## src/rtl/multi_port_sram_arbiter.sv

```systemverilog
// Round-robin front end that shares one single-port SRAM among N requesters
// and routes each read response back to its issuer after a fixed latency.
module multi_port_sram_arbiter #(
    parameter int unsigned N   = 4,
    parameter int unsigned W   = 32,
    parameter int unsigned AW  = 8,
    parameter int unsigned LAT = 1
) (
    input  logic            clk,
    input  logic            rst,
    input  logic [N-1:0]    req_vld,
    input  logic [N-1:0]    req_wen,
    input  logic [N*AW-1:0] req_addr,
    input  logic [N*W-1:0]  req_wdata,
    output logic [N-1:0]    req_gnt,
    output logic [N-1:0]    rsp_vld,
    output logic [W-1:0]    rsp_rdata,
    output logic            sram_en,
    output logic            sram_wen,
    output logic [AW-1:0]   sram_addr,
    output logic [W-1:0]    sram_wdata,
    input  logic [W-1:0]    sram_rdata
);

    localparam int unsigned IDW = (N > 1) ? $clog2(N) : 1;

    logic [IDW-1:0] ptr;
    logic [IDW-1:0] win;
    logic           any_gnt;
    logic [IDW:0]   scan;

    logic           pipe_vld [LAT];
    logic [IDW-1:0] pipe_id  [LAT];

    // Rotating priority scan starting at ptr; reset masks every grant.
    always_comb begin
        req_gnt = '0;
        win     = '0;
        any_gnt = 1'b0;
        scan    = '0;
        for (int unsigned k = 0; k < N; k++) begin
            scan = {1'b0, ptr} + (IDW+1)'(k);
            if (scan >= (IDW+1)'(N)) begin
                scan = scan - (IDW+1)'(N);
            end
            if (!any_gnt && req_vld[IDW'(scan)]) begin
                any_gnt = 1'b1;
                win     = IDW'(scan);
            end
        end
        if (rst) begin
            any_gnt = 1'b0;
        end
        if (any_gnt) begin
            req_gnt[win] = 1'b1;
        end
    end

    // Next scan starts just past the most recent winner.
    always_ff @(posedge clk) begin
        if (rst) begin
            ptr <= '0;
        end else if (any_gnt) begin
            ptr <= (win == IDW'(N - 1)) ? '0 : win + IDW'(1);
        end
    end

    // Winner's request goes straight to the macro; idle cycles drive zeros.
    always_comb begin
        sram_en    = any_gnt;
        sram_wen   = 1'b0;
        sram_addr  = '0;
        sram_wdata = '0;
        if (any_gnt) begin
            sram_wen   = req_wen[win];
            sram_addr  = req_addr[32'(win)*AW +: AW];
            sram_wdata = req_wdata[32'(win)*W +: W];
        end
    end

    // Read tag pipeline, aligned so the last stage meets sram_rdata.
    always_ff @(posedge clk) begin
        if (rst) begin
            for (int unsigned s = 0; s < LAT; s++) begin
                pipe_vld[s] <= 1'b0;
                pipe_id[s]  <= '0;
            end
        end else begin
            pipe_vld[0] <= any_gnt && !sram_wen;
            pipe_id[0]  <= win;
            for (int unsigned s = 1; s < LAT; s++) begin
                pipe_vld[s] <= pipe_vld[s-1];
                pipe_id[s]  <= pipe_id[s-1];
            end
        end
    end

    always_comb begin
        rsp_vld   = '0;
        rsp_rdata = sram_rdata;
        if (pipe_vld[LAT-1]) begin
            rsp_vld[pipe_id[LAT-1]] = 1'b1;
        end
    end

    a_gnt_onehot: assert property (@(posedge clk) $onehot0(req_gnt));
    a_rsp_onehot: assert property (@(posedge clk) $onehot0(rsp_vld));

    // Requesters must hold a pending request until it is granted.
    for (genvar i = 0; i < N; i++) begin : g_hold
        a_req_hold: assert property (@(posedge clk) disable iff (rst)
            (req_vld[i] && !req_gnt[i]) |=>
                (req_vld[i] && $stable(req_wen[i]) &&
                 $stable(req_addr[i*AW +: AW]) && $stable(req_wdata[i*W +: W])));
    end

endmodule

```

## config.mk

```make
export PLATFORM = sky130hd
export DESIGN_NAME = multi_port_sram_arbiter
export DESIGN_NICKNAME = d
export VERILOG_FILES = /design/src/rtl/multi_port_sram_arbiter.sv
export SDC_FILE = /design/constraint.sdc
export NUM_CORES = 1
export LEC_CHECK = 0
export CAP_MARGIN = 20
export CORE_AREA = 2 2 109 111
export DETAILED_ROUTE_END_ITERATION = 7
export DIE_AREA = 0 0 111 113
export GPL_TIMING_DRIVEN = 1
export PLACE_DENSITY = 0.71
export SYNTH_ARGS = -nofsm -noshare
export SYNTH_HDL_FRONTEND = slang
export SYNTH_SLANG_ARGS = --single-unit
```

## constraint.sdc

```tcl
create_clock -name clk -period 1.9 [get_ports clk]
set_input_delay 0.38 -clock clk [delete_from_list [all_inputs] [get_ports clk]]
set_output_delay 0.38 -clock clk [all_outputs]
set_load 0.05 [all_outputs]
```

-- Word level (Yosys, flattened, before mapping)
Memories as Yosys holds them, arrays and structs flattened.
Cells that the tools add are included.
- shift-type cells: 2
- multiplexer cells: 40
- equality and inequality tests: 1
- reductions and logical operators: 12
- add/subtract/negate cells: 8
- magnitude comparators: 12
- operators by type and width (kind ; count):
    $shiftx 128x8->32 ; 1
    $mux 32 ; 1
    $shiftx 32x6->8 ; 1
    $mux 2 ; 10
    $mux 1 ; 19
    $lt 2x3->1 const B ; 6
    $bmux 1 s2 ; 5
    $ge 3x3->1 const B ; 3
    $mux 4 ; 2
    $mux 8 ; 1
    $sub 2x1->2 const B ; 4
    $add 2x2->3 const B ; 2
    $logic_and 1x1->1 ; 6
    $demux 1 s2 ; 2
    $ge 2x1->1 const B ; 2
    $logic_not 1->1 ; 4
    $add 2x1->3 const B ; 1
    $ge 2x3->1 const B ; 1
    $add 2x1->2 const B ; 1
    $eq 2x2->1 const B ; 1
    $reduce_or 2->1 ; 1
    $reduce_or 1->1 ; 1
- bits in registers: 2
- bits in writable memories: 3
- output and inout bits: 82
- memories: 2
- logic and storage cells: 78
- memory list (name ; words ; width ; read ports ; clocked after Yosys merged registers in ; write ports ; line ; source):
    pipe_id ; 1 ; 2 ; 1 ; 0 ; 1 ; 33 ; logic [IDW-1:0] pipe_id [LAT];
    pipe_vld ; 1 ; 1 ; 1 ; 0 ; 1 ; 32 ; logic pipe_vld [LAT];

-- Longest topological paths before layout
Gate-level depths: netlist of the first run.
- depth in word-level cells: 20
- mapped depth: 9
- mapped depth without buffers: 6

-- Least setup slack after synthesis of the first run
Ideal clock, no wire load.
- path kind: input -> output
- from: in req_vld[1]
- to: out sram_addr[0]
- stages: 5
- data arrival time: 2546 ps
- setup slack: -1026 ps
- cell sequence: nor4_2 nor2_1 nand2_1 buf_2 o22ai_1
- cells in the longest elaborated chain, start to end: 14
- elaborated cells between the ends (all ways): 25
- ends and longest elaborated chain (what ; line ; source):
    start, declared ; 11 ; input logic [N-1:0] req_vld,
    $bmux 1 s2 ; 46 ; if (!any_gnt && req_vld[IDW'(scan)]) begin
    $mux 1 (not written as such) ; 46 ;
    $mux 1 ; 46 ;
    $logic_not 1->1 ; 46 ;
    $logic_and 1x1->1 ; 46 ;
    $mux 1 ; 46 ;
    $logic_not 1->1 ; 46 ;
    $logic_and 1x1->1 ; 46 ;
    $mux 1 ; 46 ;
    $logic_not 1->1 ; 46 ;
    $logic_and 1x1->1 ; 46 ;
    $mux 1 (*) ; 46 ;
    $mux 1 (*) ; 51 ; if (rst) begin
    net sram_en ; 18 ; output logic sram_en,
    $mux 8 (*) ; 74 ; if (any_gnt) begin
    end, declared ; 20 ; output logic [AW-1:0] sram_addr,
The timed path passes the listed nets; every way through them passes the cells marked *. The select of a mux whose other input is x is not followed.

-- Final worst setup path of the first run
- from: reg ptr[1]
- to: out sram_addr[6]
- cells in the longest elaborated chain, start to end: 16
- elaborated cells between the ends (all ways): 40
- ends and longest elaborated chain (what ; line ; source):
    start, declared ; 27 ; logic [IDW-1:0] ptr;
    start signal, assigned ; 64 ; ptr <= (win == IDW'(N - 1)) ? '0 : win + IDW'(1);
    branches (longest 13 deep; another with $add 2x1->3) ; n/a ;
    $mux 2 (*) ; 46 ;
    net win[0] ; 28 ; logic [IDW-1:0] win;
    $shiftx 32x6->8 (*) ; 76 ; sram_addr = req_addr[32'(win)*AW +: AW];
    $mux 8 (*) ; 74 ;
Mark *: on every way through the listed nets, which the timed path passes. The select of a mux whose other input is x is not followed.

==> flow_summary.json, run 1 <==
{
  "status": "complete, but fails checks",
  "violations": "negative setup slack",
  "vdd.ir_drop.worst_mv": 0.347,
  "min_path_type": "flip-flop to flip-flop",
  "finalMaxSlewViolations": 0,
  "netlist_instances": 217,
  "layout-drive-gt1-share": 0.581,
  "h-tree-depth": 1,
  "syn_to_final_growth_pct": 278,
  "drv_cap": 0,
  "antenna_found_initial": 0,
  "relSlewSlack": 0.787,
  "stdcell_count": 599,
  "rows": 39,
  "worst_pin_slew_ps": 318,
  "final_hold_viol_count": 0,
  "ys_ff_latch": 5,
  "crit_path_max_fanout": 7,
  "grt_max_degree": 11,
  "worstHoldEndpoint": "ptr[0]",
  "vias": 2745,
  "hold_buffers": 0,
  "cp_num_buf_inv": 6,
  "yosysUniqueCellTypes": 25,
  "rr_worst_depth": 10,
  "setup_violations": 45,
  "first_pass_iters": 4,
  "syn_area_per_cell_um2": 8.53,
  "portBuffers": 219,
  "grt_pass1_vias": 3287,
  "cp_common_cell": "buf_12",
  "min_from": "ptr[0]",
  "async_reset_ff_frac": 0,
  "finalCriticalPeriod_ps": 2350,
  "whs_path_depth": 3,
  "crit_path_max_incr_delay_ps": 350,
  "setup_ws_ps": -454,
  "root_buffer": "clkbuf_16",
  "cts_buffer_depth": 2,
  "timing.fmax_ghz": 0.425,
  "path_clk_slew_ps": 30,
  "synth_edf_count": 0,
  "endpoint_kind": "output pin",
  "grt_usage": 0.180,
  "synth.cell_area_um2": 1850,
  "drtIter0Drc": 54,
  "die_h_um": 113,
  "power.density_nw_per_um2": 676,
  "ant_nets": 0,
  "detail_route.vias_per_cell": 4.58,
  "cp_top_family": "buffers and inverters",
  "die-area_um2": 12500,
  "drc": 0,
  "fillers": 821,
  "syn_nets": 423,
  "arrival_ps": 1970,
  "nNetsFinal": 663,
  "dp.cells": 566,
  "start_kind": "flip-flop",
  "numCtsBuffers": 3,
  "clk_latency_ps": 220,
  "dp_hpwl_um": 7920,
  "antenna_cells": 0,
  "synth_flop_cell": "dfxtp_1",
  "post-route-period-util": 1.24,
  "cts_tree": "yes",
  "r2r-end": "ptr[1]",
  "yosysWarnings": 0,
  "gp_congestion": 0.836,
  "avgRoutedWirePerCell_um": 19.0,
  "timing.rr.start": "ptr[1]",
  "grt_pass1_wl_um": 17700,
  "clock_sinks": 5,
  "timing.reg2reg.setup_slack_ps": 100,
  "crit_type": "flip-flop to output pin",
  "p_leak_nw": 2.39,
  "final_common_cell": "clkdlybuf4s50_1",
  "final_cell_mix": "clkdlybuf4s50_1, mux2i_4, buf_12",
  "cp_slowest_cell": "dfxtp_4",
  "path_cells": "buf_4 > nand2b_4 > a21oi_4 > nor3_4 > buf_6 > inv_6 > nand2_8 > buf_12 > buf_12 > o22ai_4 > buf_12",
  "cp_data_required_time_ps": 1520,
  "finClkSkew_ps": 1.61,
  "overflow": 0,
  "dieWidth_um": 111,
  "drt_wl_total_um": 11400,
  "power_mw": 4.72,
  "rsz0062_at_grt": "yes",
  "yosysSeqAreaShare": 0.0541,
  "start_util": 0.164,
  "ios": 284,
  "core_area_um2": 11300
}
## how the worst max path moves through the flow
stage / startpoint / to / slack (ps) / cells past startpoint
6_report: ptr[1] / sram_addr[6] / -450 / 11
5_1_grt: ptr[1] / sram_addr[6] / -520 / 11
4_1_cts: ptr[1] / sram_wdata[1] / -470 / 9
3_5_place_dp: req_vld[0] / sram_wdata[0] / -870 / 9
3_3_place_gp: req_vld[0] / sram_addr[6] / -820 / 9
2_1_floorplan: ptr[1] / sram_wdata[0] / -100 / 6
## kinds of logic after synthesis
group                    after synthesis  synth area share
flip-flops                             5            0.0541
adder cells (fa/ha/maj)                4            0.0270
AO/OA/AOI/OAI                         48             0.175
AND/OR/NAND/NOR                       19            0.0642
multiplexers                          86             0.471
buffers and inverters                 55             0.209
## final cells by class
class                           count  area (um^2)  share of cell area
Multi-Input combinational cell    157         2930               0.419
Sequential cell                     5          105              0.0150
Timing Repair Buffer              285         3680               0.526
Tap cell                          143          179              0.0256
Inverter                            5         23.8             0.00340
Clock buffer                        4         78.8              0.0113
## report_power, final
part | internal, mW | switching, mW
Clock | 0.278 | 0.0642
Combinational | 2.37 | 1.87
Sequential | 0.124 | 0.0164
## metrics by stage
step	util	cell area [um^2]	TNS [ps]	hold slack, ps	worst slack [ps]
global placement	0.467	5260	-35230	605	-821
floorplan	-	2560	-4100	443	-99.8
CTS	0.616	6950	-19770	596	-469
global route	0.620	6990	-22050	620	-522
detailed placement	0.467	5260	-37580	624	-875
finish	0.620	6990	-18690	599	-454
## registers in the layout, summed over array words and instances (netlist names)
| name | cells |
|---|---|
| pipe_id | 2 |
| pipe_vld | 1 |
| ptr | 2 |
## cell usage after synthesis (2+ instances only)
cell / count / area (um^2)
o22ai_1: 41 / 257
buf_4: 32 / 240
inv_1: 2 / 7.51
mux2i_1: 84 / 841
and3_1: 2 / 12.5
buf_6: 6 / 67.6
buf_2: 12 / 60.1
mux2_4: 2 / 30.0
a21oi_1: 2 / 10.0
inv_2: 3 / 11.3
nor2_1: 5 / 18.8
and2_1: 4 / 25.0
dfxtp_1: 5 / 100
ha_1: 4 / 50.1
nand2_1: 3 / 11.3
## layer usage
| metal | wire length (um) | vias to the layer above | part of all wire | global-route usage |
|---|---|---|---|---|
| li1 | - | 1293 | - | - |
| met1 | 3650 | 1285 | 0.32 | 0.171 |
| met2 | 6780 | 145 | 0.59 | 0.389 |
| met3 | 807 | 22 | 0.071 | 0.0407 |
| met4 | 163 | 0 | 0.014 | 0.0325 |
| met5 | 0 | - | 0 | 0 |
## worst reg2reg max path: cells and delay by family (launching register included)
family	cells	cell delay (ps)
adder cells (fa/ha/maj)	1	280
buffers and inverters	4	530
AO/OA/AOI/OAI	1	140
flip-flops	1	350
AND/OR/NAND/NOR	3	250
multiplexers	1	130
## what timing repair did
item                                    CTS  global route
cloned                                   14             1
pin swaps                                29             8
buffers inserted                         18             0
endpoints found under the setup margin   48            46
gates resized for setup                 212             6
No activity file was read; power rests on OpenSTA's default activity.
==> run 2: changes to the inputs <==
--- a/config.mk
+++ b/config.mk
@@ -11,6 +11,7 @@
 export DIE_AREA = 0 0 111 113
 export GPL_TIMING_DRIVEN = 1
 export PLACE_DENSITY = 0.71
+export SETUP_SLACK_MARGIN = 0.4
 export SYNTH_ARGS = -nofsm -noshare
 export SYNTH_HDL_FRONTEND = slang
 export SYNTH_SLANG_ARGS = --single-unit
==> run 2 against run 1 <==
Compared with the run above:
- the run still ends with negative setup slack left
- final area fell by 2.9%
- worst hold slack got worse by 83 ps
- power fell by 3.2%
- clock skew rose by 2.4 ps
- worst setup slack got worse by 69 ps
- via count fell by 1.5%
- first-iteration DRC count rose by 17%
- global-route usage fell by 0.98 points
- largest cell class unchanged
==> flow_summary.json, run 2 (same netlist as run 1, synthesis figures left out) <==
{
  "status": "complete, but fails checks",
  "violations": "negative setup slack",
  "pwr-share-seq": 0.031,
  "final_cell_mix": "clkdlybuf4s50_1, buf_12, o22ai_4",
  "finalCriticalPeriod_ps": 2420,
  "start_kind": "flip-flop",
  "rows": 39,
  "start_util": 0.164,
  "drtIter0Drc": 63,
  "final_common_cell": "clkdlybuf4s50_1",
  "cp_data_required_time_ps": 1520,
  "clock_sinks": 5,
  "endpoint_kind": "output pin",
  "relSlewSlack": 0.795,
  "finalInstanceArea_um2": 6790,
  "power.density_nw_per_um2": 674,
  "core_area_um2": 11300,
  "rr_worst_depth": 9,
  "p_leak_nw": 2.42,
  "p_int_mw": 2.68,
  "timing.rr.start": "ptr[1]",
  "worst_pin_slew_ps": 306,
  "avgRoutedWirePerCell_um": 19.3,
  "ant_nets": 0,
  "portBuffers": 219,
  "first_pass_iters": 4,
  "vdd.ir_drop.worst_mv": 0.363,
  "power_frac_clock": 0.076,
  "dieWidth_um": 111,
  "nNetsFinal": 668,
  "arrival_ps": 2040,
  "dp.cells": 559,
  "dpl_worst_slack_ps": -836,
  "vias": 2705,
  "post_dp_cell_area_um2": 5190,
  "ios": 284,
  "reg_top3": "pipe_id (2), ptr (2), pipe_vld (1)",
  "clk_latency_ps": 230,
  "finalMaxSlewViolations": 0,
  "comb_power_share": 0.894,
  "crit_path_max_fanout": 9,
  "swShare": 0.414,
  "grt_max_degree": 20,
  "setup_ws_ps": -524,
  "crit_type": "flip-flop to output pin",
  "dp_hpwl_um": 7580,
  "grt_pass1_wl_um": 16900,
  "holdWs_ps": 516,
  "cts_buffer_depth": 2,
  "stdcell_count": 604,
  "post-route-period-util": 1.28,
  "antenna_found_initial": 0,
  "path_clk_slew_ps": 30,
  "timing.fmax_ghz": 0.413,
  "critPathLaunch": "ptr[1]",
  "root_buffer": "clkbuf_16",
  "numCtsBuffers": 3,
  "timing.reg2reg.setup_slack_ps": 140,
  "drc": 0,
  "h-tree-depth": 1,
  "hold_buffers": 0,
  "die_h_um": 113,
  "drv_cap": 0,
  "worstSetupEndpoint": "sram_wdata[15]",
  "layout-drive-gt1-share": 0.562,
  "die-area_um2": 12500,
  "r2r-end": "pipe_vld[0]",
  "setup_violations": 46,
  "grt_pass1_vias": 3045,
  "p_sw_mw": 1.89,
  "gp_congestion": 0.818,
  "detail_route.vias_per_cell": 4.48,
  "finClkSkew_ps": 3.99,
  "drt_wl_total_um": 11700,
  "min_path_type": "flip-flop to flip-flop",
  "final_hold_viol_count": 0,
  "cts_tree": "yes",
  "antenna_cells": 0,
  "overflow": 0,
  "syn_to_final_growth_pct": 267,
  "rsz0062_at_grt": "yes",
  "fin_util": 0.602,
  "grt_usage": 0.170
}
## run 2: cell types whose count changed in the layout (fill, tap and decap cells not counted), sizes merged
cell | before | now
clkdlybuf4s15 | 0 | 1
nand2 | 3 | 4
buf | 118 | 116
dlygate4sd2 | 1 | 0
clkbuf | 5 | 10
bufbuf | 0 | 1
## run 2: worst min-delay path by stage
stage,from,to,depth (start not counted)
global route,ptr[0],ptr[0],2
global placement,ptr[0],ptr[0],2
floorplan,rst,ptr[1],1
CTS,ptr[0],ptr[0],2
finish,ptr[0],ptr[0],2
detailed placement,ptr[0],ptr[0],2
## run 2: power groups by stage
| stage | combinational (mW) | clock [mW] | sequential [mW] |
|---|---|---|---|
| after floorplan | 1.92 | 0 | 0.139 |
| after global routing | 4.24 | 0.361 | 0.143 |
| after detailed placement | 2.97 | 0 | 0.140 |
| final | 4.09 | 0.347 | 0.140 |
| after CTS | 3.90 | 0.348 | 0.138 |
| after global placement | 2.94 | 0 | 0.137 |
## run 2: metrics by stage
| stage | power, mW | setup TNS [ps] |
|---|---|---|
| floorplan | 2.06 | -4100 |
| finish | 4.57 | -20390 |
| global placement | 3.08 | -33110 |
| CTS | 4.39 | -19390 |
| global route | 4.75 | -25160 |
| detailed placement | 3.11 | -34440 |
## run 2: repair_timing
item / CTS / global route
gates resized for setup: 134 / 31
pin swaps: 8 / 14
endpoints found under the setup margin: 51 / 51
cloned: 14 / 8
setup buffers: 14 / 5
## run 2: cell type report
cell class                 count  area (um^2)
fill                         849         4490
timing repair buffer         289         3770
multi-input combinational    158         2630
tap                          143          179
sequential                     5          105
clock buffer                   4         78.8
inverter                       5         18.8
## run 2: worst max-delay path, cell delays in order (launching register included)
cell and delay (ps):
dfxtp_4 350, a21oi_2 140, o21ai_2 80, o2bb2a_4 240
buf_12 140, buf_12 130, buf_16 160, mux2i_2 300
o22ai_4 120, buf_12 160
## run 2: per-layer routing
metal	GRT usage	vias to the layer above	wire, um
met2	0.329	148	6420
met5	0	-	0
met3	0.0375	18	741
met1	0.188	1245	4330
li1	-	1294	-
met4	0.0433	0	183
==> RTL change 1 (settings of run 1) <==
Reset style: asynchronous (`rst`), changed in 2 clocked blocks.
--- a/src/rtl/multi_port_sram_arbiter.sv
+++ b/src/rtl/multi_port_sram_arbiter.sv
@@ -57,7 +57,7 @@
     end
 
     // Next scan starts just past the most recent winner.
-    always_ff @(posedge clk) begin
+    always_ff @(posedge clk or posedge rst) begin
         if (rst) begin
             ptr <= '0;
         end else if (any_gnt) begin
@@ -79,7 +79,7 @@
     end
 
     // Read tag pipeline, aligned so the last stage meets sram_rdata.
-    always_ff @(posedge clk) begin
+    always_ff @(posedge clk or posedge rst) begin
         if (rst) begin
             for (int unsigned s = 0; s < LAT; s++) begin
                 pipe_vld[s] <= 1'b0;
Behaviour: differs if rst is asserted again (counterexample within 4 cycles, from zero or initial values and one cycle with rst high); with rst held inactive, the same outputs for 10 cycles.
==> RTL change 1 against run 1 <==
  * The run still ends with setup timing left
  * Synthesized area decreased by 1.4%
  * Setup slack got worse by 0.11 ns
  * Design area decreased by 5.7%
  * Sequential cell count unchanged
  * Wire length decreased by 4.3%
  * Critical path depth decreased by 4
  * Total power increased by 65%
  * Critical path type unchanged
  * Critical endpoint is now sram_wen
  * Largest cell class unchanged
  * Largest power group unchanged
  * Highest routed layer unchanged
==> RTL change 1: results (changes against run 1) <==
| Metric | Value |
|---|---|
| Run status | finished, violations left |
| Failing checks | setup timing |
| Synth warn | 0 (unchanged) |
| Via Count | 2721 (-0.87%) |
| Clock Path Buffers | 2 (unchanged) |
| Synth unique cells | 28 (+12%) |
| Worst hold path type | in -> async |
| Rel. slew slack | 69.5% (-9.2 points) |
| Async set-reset flop share out of synthesis | 100% (+100 points) |
| Clock net power | 346 uW (+1%) |
| Synthesized net count | 422 (-0.24%) |
| Hold_ws | 0.560 ns (-0.0387 ns) |
| GP Congestion | 0.848 (+1.4%) |
| CP Max Fanout | 6 (-1) |
| Post-route clock skew | 0.000786 ns (-0.000820 ns) |
| Post-DP HPWL | 8170 um (+3.1%) |
| Area after DPL | 5510 um^2 (+4.8%) |
| Root buf cell | clkbuf_16 |
| Gate power share | 92.8% (+3.0 points) |
| Post-synthesis sequential area ratio | 6.86% (+1.4 points) |
| Largest net degree at the start of global routing | 18 (+7) |
| Antenna Cells | 0 (unchanged) |
| Final Hold Fails | 0 (unchanged) |
| Worst-Skew Late Latency | 0.23 ns |
| WL final | 10900 um (-4.3%) |
| Final WS setup | -0.568 ns (-0.114 ns) |
| Mapped Avg Cell Area | 8.45 um^2 (-0.96%) |
| Share of cells above drive strength 1 | 56.9% (-1.3 points) |
| Global-route wire length before repair | 16800 um (-5.3%) |
| Clock share of power | 4.4% (-2.8 points) |
| Final Setup Violations | 48 (+6.7%) |
| Sum Neg Setup Slack | -24.03 ns (-5.34 ns) |
| Pleak | 0.00229 uW (-4.1%) |
| Sw Ratio | 44.0% (+2.7 points) |
| Vias per cell | 4.57 (-0.21%) |
| Top delay family on crit path | multiplexers |
| TritonCTS Buffers | 3 (unchanged) |
| Placed insts | 576 (+1.8%) |
| WP data arrival | 2.09 ns (+0.12 ns) |
| Input/output buffers | 219 (unchanged) |
| Vias in the first global route | 3180 (-3.3%) |
| Total GRT Usage | 16.5% (-1.4 points) |
| Commonest cells in the netlist | 81 x mux2i_1, 41 x buf_4, 40 x o22ai_1 |
| Nets | 659 (-0.60%) |
| Iteration-0 DRC Markers | 59 (+9.3%) |
| Dominant cells by area after synthesis | mux2i_1 44%, buf_4 17%, o22ai_1 14% |
| Peak supply drop | 658 uV (+90%) |
| Pre-CTS WS | -0.889 ns (-0.0145 ns) |
| CP max stage cell | mux4_2 |
| Delay of the slowest cell on the worst path | 0.53 ns (+0.18 ns) |
| FF-to-FF setup slack | -0.09 ns (-0.19 ns) |
| Ys flop type | dfrtp_1 |
RTL change 1: cell types whose count changed in the layout (fill, tap and decap cells not counted), moves of 3 or more:
cell and delta:
buf_2 -3, mux2i_4 -8, dfxtp_1 -3, and2_4 +3
inv_1 +3, clkdlybuf4s15_2 +3, dfrtp_1 +4, mux2i_2 +9
mux2i_1 -4, buf_4 +11, buf_16 -16, inv_2 -4
buf_8 +6
RTL change 1: cell families (layout without fill, tap and decap cells):
logic type | Yosys count | count (layout) | synth area share, %
multiplexers | 83 | 83 | 46.3
buffers and inverters | 55 | 291 | 20.2
AO/OA/AOI/OAI | 48 | 48 | 17.4
AND/OR/NAND/NOR | 21 | 21 | 6.45
flip-flops | 5 | 5 | 6.86
adder cells (fa/ha/maj) | 4 | 4 | 2.74
RTL change 1: worst min-delay path: stages:
cell	delay [ns]
clkdlybuf4s50_1	0.45
buf_4	0.16
inv_1	0.16
RTL change 1: worst paths after layout:
check / start / end / cells past startpoint
max in group asynchronous: rst / ptr[1] / 3
hold reg to reg: ptr[0] / ptr[0] / 2
setup reg to reg: ptr[1] / pipe_vld / 8
min in group clk: req_vld[1] / pipe_vld / 3
hold / removal: rst / ptr[0] / 3
setup / recovery: ptr[1] / sram_wen / 7
RTL change 1: routing by layer:
layer	up-vias	GRT usage [%]	routed length (um)
li1	1264	-	-
met1	1278	17.2	3630
met2	159	33.5	6310
met3	20	3.70	815
met4	0	3.75	159
met5	-	0	0
RTL change 1: cell type report:
class	instances	area (um^2)
tap	143	179
inverter	4	17.5
timing repair buffer	283	3380
multi-input combinational	156	2800
clock buffer	4	78.8
sequential	5	126
fill	883	4690
RTL change 1: repair_timing:
item	4_1_cts	5_1_grt
gates resized for setup	99	60
setup buffers	15	0
endpoints found under the setup margin	49	48
pin swaps	7	10
gates cloned	4	1
hold buffers	0	0
==> RTL change 2 (config.mk and constraints of run 1) <==
Without the edit above. `LAT`: 1 -> 2.
--- a/src/rtl/multi_port_sram_arbiter.sv
+++ b/src/rtl/multi_port_sram_arbiter.sv
@@ -4,7 +4,7 @@
     parameter int unsigned N   = 4,
     parameter int unsigned W   = 32,
     parameter int unsigned AW  = 8,
-    parameter int unsigned LAT = 1
+    parameter int unsigned LAT = 2
 ) (
     input  logic            clk,
     input  logic            rst,
Behaviour: not the same (Yosys sat finds a counterexample within 4 cycles, from zero or initial values and one cycle with rst high).
==> RTL change 2 against run 1 <==
  * The run still ends with setup timing left
  * Synthesized area increased by 3.3%
  * Sequential cell count is 3 higher
  * Synthesized cell count increased by 2.8%
  * Worst hold slack worse by 0.16 ns
  * Design area down 0.98%
  * Setup slack improved by 0.032 ns
  * Combinational power rose by 8.0%
  * Critical path depth fell by 3
  * Total power is 9.0% higher
  * Global-route usage hardly changed
  * Wire length rose by 0.54%
==> RTL change 2: results (changes against run 1) <==
| Metric | Value |
|---|---|
| Run status | finished, violations left |
| Failing checks | setup timing |
| Critical path endpoint | sram_wdata[27] |
| FILL cells | 816 (-0.61%) |
| Largest net degree at the start of global routing | 10 (-1) |
| Worst-Skew Late Latency | 0.24 ns (+0.02 ns) |
| Dominant cells by area after synthesis | mux2i_1 43%, buf_4 16%, o22ai_1 14% |
| Rel. slew slack | 82.7% (+4.0 points) |
| Area after DPL | 5420 um^2 (+3.1%) |
| Synthesized net count | 429 (+1.4%) |
| CP max stage cell | dfxtp_2 |
| Worst R2R Start | ptr[1] |
| Crit start category | flip-flop |
| Finished Layout Cells | 625 (+4.3%) |
| Global-route wire length before repair | 17700 um (unchanged) |
| Synth unique cells | 27 (+8.0%) |
| Final Setup Violations | 45 (unchanged) |
| Peak supply drop | 343 uV (-1.1%) |
| Worst hold path type | reg -> reg |
| Final WS setup | -0.422 ns (+0.0323 ns) |
| Pre-CTS WS | -0.895 ns (-0.0203 ns) |
| Post-route clock skew | 0.00185 ns (+0.000246 ns) |
| Post-synthesis sequential area ratio | 8.38% (+3.0 points) |
| Async set-reset flop share out of synthesis | 0% (unchanged) |
| Iteration-0 DRC Markers | 60 (+11%) |
| Worst-path clk slew | about 0.040 ns |
| Root buf cell | clkbuf_16 |
| Commonest cells in the netlist | 83 x mux2i_1, 42 x o22ai_1, 41 x buf_4 |
| Max Slew Vio Count | 0 (unchanged) |
| Vias per cell | 4.46 (-2.6%) |
| Share of cells above drive strength 1 | 55.8% (-2.3 points) |
| Clock Path Buffers | 2 (unchanged) |
| Nets | 690 (+4.1%) |
| Antenna Cells | 0 (unchanged) |
| GP Congestion | 0.812 (-2.9%) |
| Input/output buffers | 219 (unchanged) |
| Ys flop type | dfxtp_1 |
| FF-to-FF setup slack | ~0.090 ns |
| Post-DP HPWL | 8200 um (+3.5%) |
| Placed insts | 590 (+4.2%) |
| Pleak | 0.00248 uW (+4.0%) |
| Pre-antenna DRT Iters | 4 (unchanged) |
| R2R depth | 8 (-2) |
| Vias in the first global route | 3212 (-2.3%) |
| WL final | 11500 um (+0.54%) |
| Delay of the slowest cell on the worst path | 0.33 ns (-0.02 ns) |
| Max H-tree Level | 1 (unchanged) |
| CP Max Fanout | 7 (unchanged) |
| Biggest regs | pipe_id x4, pipe_vld x2, ptr x2 |
| Synth warn | 0 (unchanged) |
| TritonCTS Buffers | 3 (unchanged) |
| RR Endpoint | pipe_vld[0][0] |
| Syn Inst Count | 223 (+2.8%) |
| Total GRT Usage | 18.0% (-0.031 points) |
| Initial antenna violation count | 0 (unchanged) |
[RTL change 2: layout make-up]
cell class              count  area, um^2  area share, %
clock buffers               3        75.1           1.08
multi-input cells         161        2710           39.1
repair buffers            304        3760           54.3
inverters                   6        35.0          0.506
well taps                 143         179           2.59
flip-flops and latches      8         163           2.35
[RTL change 2: per-layer routing]
layer	GRT usage (%)	vias up	routed length [um]
li1	-	1349	-
met3	2.41	32	534
met4	6.67	0	427
met2	35.5	126	6590
met1	19.4	1282	3920
met5	0	-	0
[RTL change 2: power by group]
part | switching (uW) | internal, uW | total, uW | leakage [uW]
clock network | 88.3 | 272 | 360 | 0.0000370
logic | 2050 | 2530 | 4580 | 0.00238
registers | 13.9 | 195 | 209 | 0.0000666
total | 2160 | 2990 | 5150 | 0.00248
[RTL change 2: kinds of logic (layout without fill, tap and decap cells)]
family,Yosys count,count (layout),share of synthesized area [%]
flip-flops,8,8,8.38
AND/OR/NAND/NOR,21,22,6.55
AO/OA/AOI/OAI,50,50,17.1
adder cells (fa/ha/maj),4,4,2.62
multiplexers,85,85,44.6
buffers and inverters,55,313,20.7
[RTL change 2: metrics by stage]
stage               setup TNS (ns)  power [uW]
CTS                         -18.96        5090
floorplan                    -6.59        2300
global route                -20.63        5340
global placement            -36.66        3660
detailed placement          -38.52        3700
finish                      -17.42        5150
[RTL change 2: timing repair]
| item | in CTS | in global routing |
|---|---|---|
| setup endpoints to repair | 48 | 47 |
| cloned | 15 | 0 |
| pin swaps | 22 | 14 |
| setup buffers | 21 | 1 |
| gates resized for setup | 165 | 40 |
[RTL change 2: critical path: cells and delay by family (launching register included)]
kind / cells / cell delay, ns
AOI/OAI and AO/OA: 4 / 0.57
buffers and inverters: 3 / 0.51
muxes: 1 / 0.29
DFF: 1 / 0.33
[RTL change 2: worst min path at each step]
stage	slack [ns]	depth (start not counted)	endpoint	startpoint
floorplan	0.41	1	pipe_id[0][2]	pipe_id[0][0]
global placement	0.42	1	pipe_id[0][3]	pipe_id[0][1]
detailed placement	0.44	1	pipe_id[0][3]	pipe_id[0][1]
CTS	0.44	1	pipe_id[0][3]	pipe_id[0][1]
global route	0.46	1	pipe_id[0][2]	pipe_id[0][0]
finish	0.44	1	pipe_id[0][3]	pipe_id[0][1]
